### config.mk
export PLATFORM = sky130hd
export DESIGN_NAME = fetch_stage
export DESIGN_NICKNAME = d
export VERILOG_FILES = /design/src/rtl/fetch_stage_pkg.sv /design/src/rtl/fetch_stage_pc_reg.sv /design/src/rtl/fetch_stage.sv
export SDC_FILE = /design/constraint.sdc
export NUM_CORES = 1
export LEC_CHECK = 0
export BUFFER_PORTS_ARGS = -buffer_cell sky130_fd_sc_hd__buf_2
export CAP_MARGIN = 20
export CORE_ASPECT_RATIO = 1.5
export CORE_MARGIN = 1
export CORE_UTILIZATION = 50
export CTS_CLUSTER_SIZE = 28
export DETAILED_ROUTE_END_ITERATION = 10
export HOLD_SLACK_MARGIN = 0.05
export PLACE_DENSITY_LB_ADDON = 0.3
export SETUP_SLACK_MARGIN = 0.2
export SLEW_MARGIN = 20
export SYNTH_ARGS = -nofsm -noshare
export SYNTH_HDL_FRONTEND = slang
export SYNTH_HIERARCHICAL = 1
export SYNTH_SLANG_ARGS = --single-unit
### constraint.sdc
create_clock -name clk_i -period 18.7 [get_ports clk_i]
set_input_delay 2.805 -clock clk_i [delete_from_list [all_inputs] [get_ports clk_i]]
set_output_delay 2.805 -clock clk_i [all_outputs]
set_load 0.02 [all_outputs]
### src/rtl/fetch_stage_pkg.sv
// Shared definitions for the instruction-fetch stage: FSM state encodings,
// PC next-value selects, the NOP encoding and the register-field width that
// decode uses to slice rs/rt out of IF_ID_instr_o.

`ifndef R_WIDTH
`define R_WIDTH 5
`endif

package fetch_stage_pkg;

    // Fetch controller states
    typedef enum logic [1:0] {
        S_FETCH   = 2'd0,
        S_HOLD    = 2'd1,
        S_DISCARD = 2'd2
    } fetch_state_e;

    // Next-value select for the PC register
    typedef enum logic [1:0] {
        PC_SEL_INC    = 2'd0,
        PC_SEL_TARGET = 2'd1,
        PC_SEL_REDIR  = 2'd2
    } pc_sel_e;

    // All-zero word is treated as the pipeline bubble
    localparam logic [31:0] NOP_INSTR = 32'h0000_0000;

    // Width of a register-specifier field in the instruction word
    localparam int unsigned REG_FIELD_WIDTH = `R_WIDTH;

    // Word-align an address by clearing its two low bits
    function automatic logic [31:0] align_word(input logic [31:0] addr);
        return {addr[31:2], 2'b00};
    endfunction

endpackage

### src/rtl/fetch_stage_pc_reg.sv
// Program-counter register for the fetch stage. Holds the PC with an
// asynchronous reset to RESET_PC and selects the next value from pc+4, the
// branch target or the saved redirect address. The keep input only blocks
// the sequential pc+4 advance; redirects still load.

module fetch_stage_pc_reg
    import fetch_stage_pkg::*;
#(
    parameter int unsigned             ADDR_WIDTH = 32,
    parameter logic [ADDR_WIDTH-1:0]   RESET_PC   = '0
) (
    input  logic                  clk_i,
    input  logic                  rst_i,
    input  logic                  load_en_i,
    input  logic                  keep_i,
    input  pc_sel_e               sel_i,
    input  logic [ADDR_WIDTH-1:0] target_i,
    input  logic [ADDR_WIDTH-1:0] redir_i,
    output logic [ADDR_WIDTH-1:0] pc_o,
    output logic [ADDR_WIDTH-1:0] pc_plus4_o
);

    logic [ADDR_WIDTH-1:0] pc_q;
    logic [ADDR_WIDTH-1:0] pc_d;
    logic [ADDR_WIDTH-1:0] pc_plus4;
    logic                  advance_blocked;

    // pc+4 wraps naturally modulo 2^ADDR_WIDTH
    assign pc_plus4        = pc_q + ADDR_WIDTH'(4);
    assign advance_blocked = keep_i && (sel_i == PC_SEL_INC);

    // Choose the next PC; hold unless a non-blocked load is requested
    always_comb begin
        pc_d = pc_q;
        if (load_en_i && !advance_blocked) begin
            case (sel_i)
                PC_SEL_INC:    pc_d = pc_plus4;
                PC_SEL_TARGET: pc_d = target_i;
                PC_SEL_REDIR:  pc_d = redir_i;
                default:       pc_d = pc_q;
            endcase
        end
    end

    // PC state register with asynchronous reset
    always_ff @(posedge clk_i or posedge rst_i) begin
        if (rst_i) begin
            pc_q <= RESET_PC;
        end else begin
            pc_q <= pc_d;
        end
    end

    assign pc_o       = pc_q;
    assign pc_plus4_o = pc_plus4;

endmodule

### src/rtl/fetch_stage.sv
// Instruction-fetch stage: PC, instruction-memory req/ack handshake with a
// one-entry hold buffer, and the IF/ID pipeline register. Honours the
// load-use stall pair from hazard detection and branch redirects from ID.
// Optional macro FETCH_STALL_CNT_EN adds a saturating 32-bit counter of
// cycles spent waiting on memory (req=1, ack=0).

module fetch_stage
    import fetch_stage_pkg::*;
#(
    parameter int unsigned             ADDR_WIDTH = 32,
    parameter int unsigned             DATA_WIDTH = 32,
    parameter logic [ADDR_WIDTH-1:0]   RESET_PC   = 32'h0000_0000
) (
    input  logic                  clk_i,
    input  logic                  rst_i,
    input  logic                  pc_keep_i,
    input  logic                  IF_ID_keep_i,
    input  logic                  branch_taken_i,
    input  logic [ADDR_WIDTH-1:0] branch_target_i,
    output logic                  imem_req_o,
    output logic [ADDR_WIDTH-1:0] imem_addr_o,
    input  logic                  imem_ack_i,
    input  logic [DATA_WIDTH-1:0] imem_rdata_i,
    output logic [ADDR_WIDTH-1:0] IF_ID_pc_o,
    output logic [ADDR_WIDTH-1:0] IF_ID_pc_plus4_o,
    output logic [DATA_WIDTH-1:0] IF_ID_instr_o,
    output logic                  IF_ID_valid_o
`ifdef FETCH_STALL_CNT_EN
    ,
    output logic [31:0]           fetch_stall_cnt_o
`endif
);

    localparam logic [DATA_WIDTH-1:0] NOP = DATA_WIDTH'(NOP_INSTR);

    fetch_state_e          state_q, state_d;

    logic [ADDR_WIDTH-1:0] if_id_pc_q, if_id_pc_d;
    logic [ADDR_WIDTH-1:0] if_id_pc_plus4_q, if_id_pc_plus4_d;
    logic [DATA_WIDTH-1:0] if_id_instr_q, if_id_instr_d;
    logic                  if_id_valid_q, if_id_valid_d;

    logic [ADDR_WIDTH-1:0] buf_pc_q, buf_pc_d;
    logic [DATA_WIDTH-1:0] buf_instr_q, buf_instr_d;
    logic [ADDR_WIDTH-1:0] redir_q, redir_d;

    logic [ADDR_WIDTH-1:0] pc;
    logic [ADDR_WIDTH-1:0] pc_plus4;
    logic [ADDR_WIDTH-1:0] target_aligned;
    logic                  pc_load;
    pc_sel_e               pc_sel;
    logic                  ack_seen;
    logic                  unused_target_bits;

    // Low target bits are dropped so every fetch stays word-aligned
    assign target_aligned     = {branch_target_i[ADDR_WIDTH-1:2], 2'b00};
    assign unused_target_bits = ^branch_target_i[1:0];

    // Request is live in every state except HOLD, and never during reset
    assign imem_req_o  = !rst_i && (state_q != S_HOLD);
    assign imem_addr_o = pc;
    assign ack_seen    = imem_ack_i && imem_req_o;

    fetch_stage_pc_reg #(
        .ADDR_WIDTH (ADDR_WIDTH),
        .RESET_PC   (RESET_PC)
    ) u_pc_reg (
        .clk_i      (clk_i),
        .rst_i      (rst_i),
        .load_en_i  (pc_load),
        .keep_i     (pc_keep_i),
        .sel_i      (pc_sel),
        .target_i   (target_aligned),
        .redir_i    (redir_q),
        .pc_o       (pc),
        .pc_plus4_o (pc_plus4)
    );

    // Fetch controller: next state, IF/ID update, hold buffer and PC control
    always_comb begin
        state_d          = state_q;
        if_id_pc_d       = if_id_pc_q;
        if_id_pc_plus4_d = if_id_pc_plus4_q;
        if_id_instr_d    = if_id_instr_q;
        if_id_valid_d    = if_id_valid_q;
        buf_pc_d         = buf_pc_q;
        buf_instr_d      = buf_instr_q;
        redir_d          = redir_q;
        pc_load          = 1'b0;
        pc_sel           = PC_SEL_INC;

        case (state_q)
            S_FETCH: begin
                if (branch_taken_i) begin
                    if_id_valid_d = 1'b0;
                    if_id_instr_d = NOP;
                    if (ack_seen) begin
                        pc_load = 1'b1;
                        pc_sel  = PC_SEL_TARGET;
                    end else begin
                        redir_d = target_aligned;
                        state_d = S_DISCARD;
                    end
                end else if (ack_seen && !IF_ID_keep_i) begin
                    if_id_pc_d       = pc;
                    if_id_pc_plus4_d = pc_plus4;
                    if_id_instr_d    = imem_rdata_i;
                    if_id_valid_d    = 1'b1;
                    pc_load          = 1'b1;
                    pc_sel           = PC_SEL_INC;
                end else if (ack_seen) begin
                    buf_pc_d    = pc;
                    buf_instr_d = imem_rdata_i;
                    state_d     = S_HOLD;
                end else if (!IF_ID_keep_i) begin
                    if_id_valid_d = 1'b0;
                    if_id_instr_d = NOP;
                end
            end

            S_HOLD: begin
                if (branch_taken_i) begin
                    if_id_valid_d = 1'b0;
                    if_id_instr_d = NOP;
                    pc_load       = 1'b1;
                    pc_sel        = PC_SEL_TARGET;
                    state_d       = S_FETCH;
                end else if (!IF_ID_keep_i) begin
                    if_id_pc_d       = buf_pc_q;
                    if_id_pc_plus4_d = buf_pc_q + ADDR_WIDTH'(4);
                    if_id_instr_d    = buf_instr_q;
                    if_id_valid_d    = 1'b1;
                    pc_load          = 1'b1;
                    pc_sel           = PC_SEL_INC;
                    state_d          = S_FETCH;
                end
            end

            S_DISCARD: begin
                if (branch_taken_i) begin
                    redir_d = target_aligned;
                end
                if (ack_seen) begin
                    pc_load = 1'b1;
                    pc_sel  = branch_taken_i ? PC_SEL_TARGET : PC_SEL_REDIR;
                    state_d = S_FETCH;
                end
            end

            default: begin
                state_d = S_FETCH;
            end
        endcase
    end

    // Controller state, IF/ID register, hold buffer and redirect latch
    always_ff @(posedge clk_i or posedge rst_i) begin
        if (rst_i) begin
            state_q          <= S_FETCH;
            if_id_pc_q       <= '0;
            if_id_pc_plus4_q <= '0;
            if_id_instr_q    <= NOP;
            if_id_valid_q    <= 1'b0;
            buf_pc_q         <= '0;
            buf_instr_q      <= NOP;
            redir_q          <= '0;
        end else begin
            state_q          <= state_d;
            if_id_pc_q       <= if_id_pc_d;
            if_id_pc_plus4_q <= if_id_pc_plus4_d;
            if_id_instr_q    <= if_id_instr_d;
            if_id_valid_q    <= if_id_valid_d;
            buf_pc_q         <= buf_pc_d;
            buf_instr_q      <= buf_instr_d;
            redir_q          <= redir_d;
        end
    end

    assign IF_ID_pc_o       = if_id_pc_q;
    assign IF_ID_pc_plus4_o = if_id_pc_plus4_q;
    assign IF_ID_instr_o    = if_id_instr_q;
    assign IF_ID_valid_o    = if_id_valid_q;

`ifdef FETCH_STALL_CNT_EN
    logic [31:0] stall_cnt_q, stall_cnt_d;

    // Count memory-wait cycles, saturating at all ones
    always_comb begin
        stall_cnt_d = stall_cnt_q;
        if (imem_req_o && !imem_ack_i && (stall_cnt_q != 32'hFFFF_FFFF)) begin
            stall_cnt_d = stall_cnt_q + 32'd1;
        end
    end

    // Stall counter register
    always_ff @(posedge clk_i or posedge rst_i) begin
        if (rst_i) begin
            stall_cnt_q <= '0;
        end else begin
            stall_cnt_q <= stall_cnt_d;
        end
    end

    assign fetch_stall_cnt_o = stall_cnt_q;
`else
    // Without the counter option no stall statistics are kept
`endif

endmodule

==> impl_metrics.csv <==
group,metric,value,unit
status,status,"finished clean",
flow_run,max-cap-violations,0,
timing,tightest_slew,0.875,ns
drt,route.final.wire_length,28100,um
clocking,clockRootBuffer,"clkbuf_16",
timing,max_slew_violations,0,
die,initial_cell_density_of_the_core,50.8,%
clocking,ctsHtreeMaxLevel,1,
yosys,dominantRegCellSynth,"dfrtp_1",
yosys,seq_area_frac_synth,49.9,%
timing,period_share,32.5,%
clocking,clkSinkCount,225,
timing,finalHoldViolCount,0,
place,post-place-ws,12.63,ns
critical_path,timing.rr.end,"u_pc_reg/pc_o[4]",
global_routing,via_count_of_the_first_global_routing_pass,8863,
drt,drt_pass1_iterations,5,
power_and_ir_drop,post-layout-total-power,1.55,mW
finish,flow.area_growth_from_synthesis,17.3,%
critical_path,worst-endpoint-arrival,3.27,ns
critical_path,critical_path_peak_fanout,5,
yosys,netlist_instances,1132,
timing,slew_headroom,41.2,%
timing,skew,0.00743,ns
place,gp_routability_congestion,0.849,
timing,maxClockFrequency,164,MHz
critical_path,setup.reg_to_reg.worst_slack,14.98,ns
clocking,cts_hold_buffers,0,
global_routing,initial_antenna_violation_count,7,
place,placement.io_buffers,197,
die,floorplan.core_area,22200,um2
yosys,synth_top_cell_by_area,"dfrtp_1",
timing,timing.hold.ws,0.480,ns
timing,finalCriticalPeriod,6.08,ns
global_routing,grt_overflow_total,0,
hold_path,worst_hold_startpoint,"IF_ID_pc_plus4_o[1]",
finish,fin_nets,1358,
global_routing,maximum_number_of_pins_on_one_net_before_global_route_repair,109,
place,detailed_place_hpwl,18900,um
finish,final_layout_size_suffix_gt1_share,21.5,%
critical_path,reg2reg_depth,13,
clocking,clk_transition_reported_paths,0.06,ns
die,die_area,23200,um2
critical_path,worstSetupEndpointType,"output pin",
global_routing,total_global_routing_track_utilization,23.9,%
yosys,synth_cell_types,60,
yosys,netlist_area,11300,um2
power_and_ir_drop,pwr_density_cell,117,nW/um2
clocking,cts_tree,"built",
finish,finish.cell_count_without_fillers,1577,
die,dieWidth,125,um
timing,worst_slack,12.62,ns
drt,route.detailed.wl_per_inst,17.8,um
die,io-pin-count,200,
yosys,post_synth.cell_area_avg,9.97,um2
hold_path,hold_path_class,"flip-flop to flip-flop",
clocking,worstSkewPairLatency,0.51,ns
clocking,cts_repair_resize_count,0,
die,num_rows,67,
yosys,fraction_of_registers_with_async_set_or_reset_after_synthesis,100,%
yosys,synth-seq-cells,225,
die,die_y,186,um
drt,detailed_route_drc_error_count,0,
critical_path,crit_required,15.89,ns
yosys,post-synth-top-area-fraction,49.9,%
hold_path,worstHoldEndpoint,"IF_ID_pc_plus4_o[1]",
power_and_ir_drop,ir_worst_vdd,0.0000836,V
timing,timing.final.setup_violations,0,
critical_path,start_kind,"primary input",
clocking,cts-root-to-sink-buffers,3,
place,place.detailed.instances,1532,
yosys,post_synth_main_area_contributors,"dfrtp_1, mux2_1, nor2_1",
drt,initialDrtViolationCount,663,
power_and_ir_drop,power_leakage,5.92,nW
timing,rsz0062_at_grt,"no",
clocking,clock_buffers_created_by_tritoncts,23,
drt,drt.antenna.violating_nets,0,
yosys,count_of_flip_flops_with_a_built_in_enable_after_synthesis,0,
drt,via_per_inst,5.80,
clocking,cts_setup_buffers,0,
drt,vias,9153,
yosys,yosys_warnings,6,
timing,timing.setup.tns,0,ns
hold_path,min_delay_path_depth,2,
critical_path,critical_path.reg2reg.startpoint,"state_q[0]",
global_routing,grt_pass1_wl,45600,um
critical_path,worst-setup-path-type,"primary input to output pin",
## final cells by class
cell class / count / area, um2
repair buffers: 212 / 1120
flip-flops and latches: 225 / 5630
clock inverters: 9 / 97.6
fillers: 1937 / 8980
well taps: 276 / 345
clock buffers: 32 / 659
multi-input cells: 802 / 5300
diodes: 3 / 7.51
inverters: 18 / 75.1
## layer usage
metal / wire length [um] / track usage (%) / share of wire (%)
met1: 12000 / 30.2 / 43
met2: 13500 / 40.5 / 48
met3: 1860 / 5.86 / 6.6
met4: 607 / 7.23 / 2.2
met5: 44 / 0 / 0.16
## logic make-up after synthesis
logic type	after synthesis	share of synthesized area, %
and+or+nand+nor	360	15.8
AOI/OAI and AO/OA	284	16.1
other	1	0.0332
DFF	225	49.9
buffers and inverters	108	3.94
xor gates and xnor gates	51	3.96
adders and majority gates	6	0.665
muxes	97	9.65
## where the power goes
| part | internal (mW) | switching (mW) |
|---|---|---|
| clock network | 0.273 | 0.188 |
| logic | 0.150 | 0.226 |
| registers | 0.600 | 0.112 |
## worst max-delay path by stage
stage | from | to | slack (ns) | depth (start not counted)
2_1_floorplan | rst_i | IF_ID_instr_o[0] | 10.64 | 1
3_3_place_gp | rst_i | imem_req_o | 12.65 | 3
3_5_place_dp | rst_i | imem_req_o | 12.63 | 3
4_1_cts | rst_i | imem_req_o | 12.62 | 3
5_1_grt | rst_i | imem_req_o | 12.58 | 3
6_report | rst_i | imem_req_o | 12.62 | 3
## worst max-delay path, cell delays in order
cell	delay, ns
buf_2	0.15
nor2_1	0.13
buf_2	0.18
## sequential cells by signal, summed over array words and instances (netlist names)
name              flops
IF_ID_instr_o        32
IF_ID_pc_o           32
IF_ID_pc_plus4_o     32
buf_instr_q          32
buf_pc_q             32
u_pc_reg/pc_o        32
redir_q              30
state_q               2
IF_ID_valid_o         1
## cells in the mapped netlist (25+ instances only)
master / number
nand2_1: 108
xor2_1: 29
and3_1: 25
a31oi_1: 38
dfrtp_1: 225
mux2_1: 94
o21ai_0: 29
nor2_1: 118
a22oi_1: 55
a21oi_1: 66
clkbuf_1: 60
o21ai_1: 26
nand4_1: 27
## cell usage in the layout, fill, tap and decap left out, types with 4 or more instances in the layout
master       n
clkbuf_1     4
nor4_4       4
o22a_1       6
dfrtp_1    225
a22oi_1     55
clkbuf_8     5
clkinv_2     6
ha_1         4
nor4_1       9
nor3_1      11
a311oi_1     7
conb_1       4
nor2b_1      7
nand4_1     27
a221oi_1     9
buf_4       13
and3_1      25
o22ai_1     11
buf_2      197
clkbuf_16   23
and4_1      10
nand3_1     21
xor2_1      29
o21ai_0     29
a211oi_1    13
mux2_1      94
inv_1       15
xnor2_1     22
o21ai_1     25
a21oi_1     65
nor2_1     116
nand2_1    108
a31oi_1     38
o21a_1       5
## stage by stage
stage / instance area, um2 / util, %
after floorplan: 11300 / -
after global placement: 12400 / 56.0
after detailed placement: 12400 / 56.0
after CTS: 13200 / 59.4
after global routing: 13200 / 59.6
final: 13200 / 59.6
(Power assumes the default switching activity.)
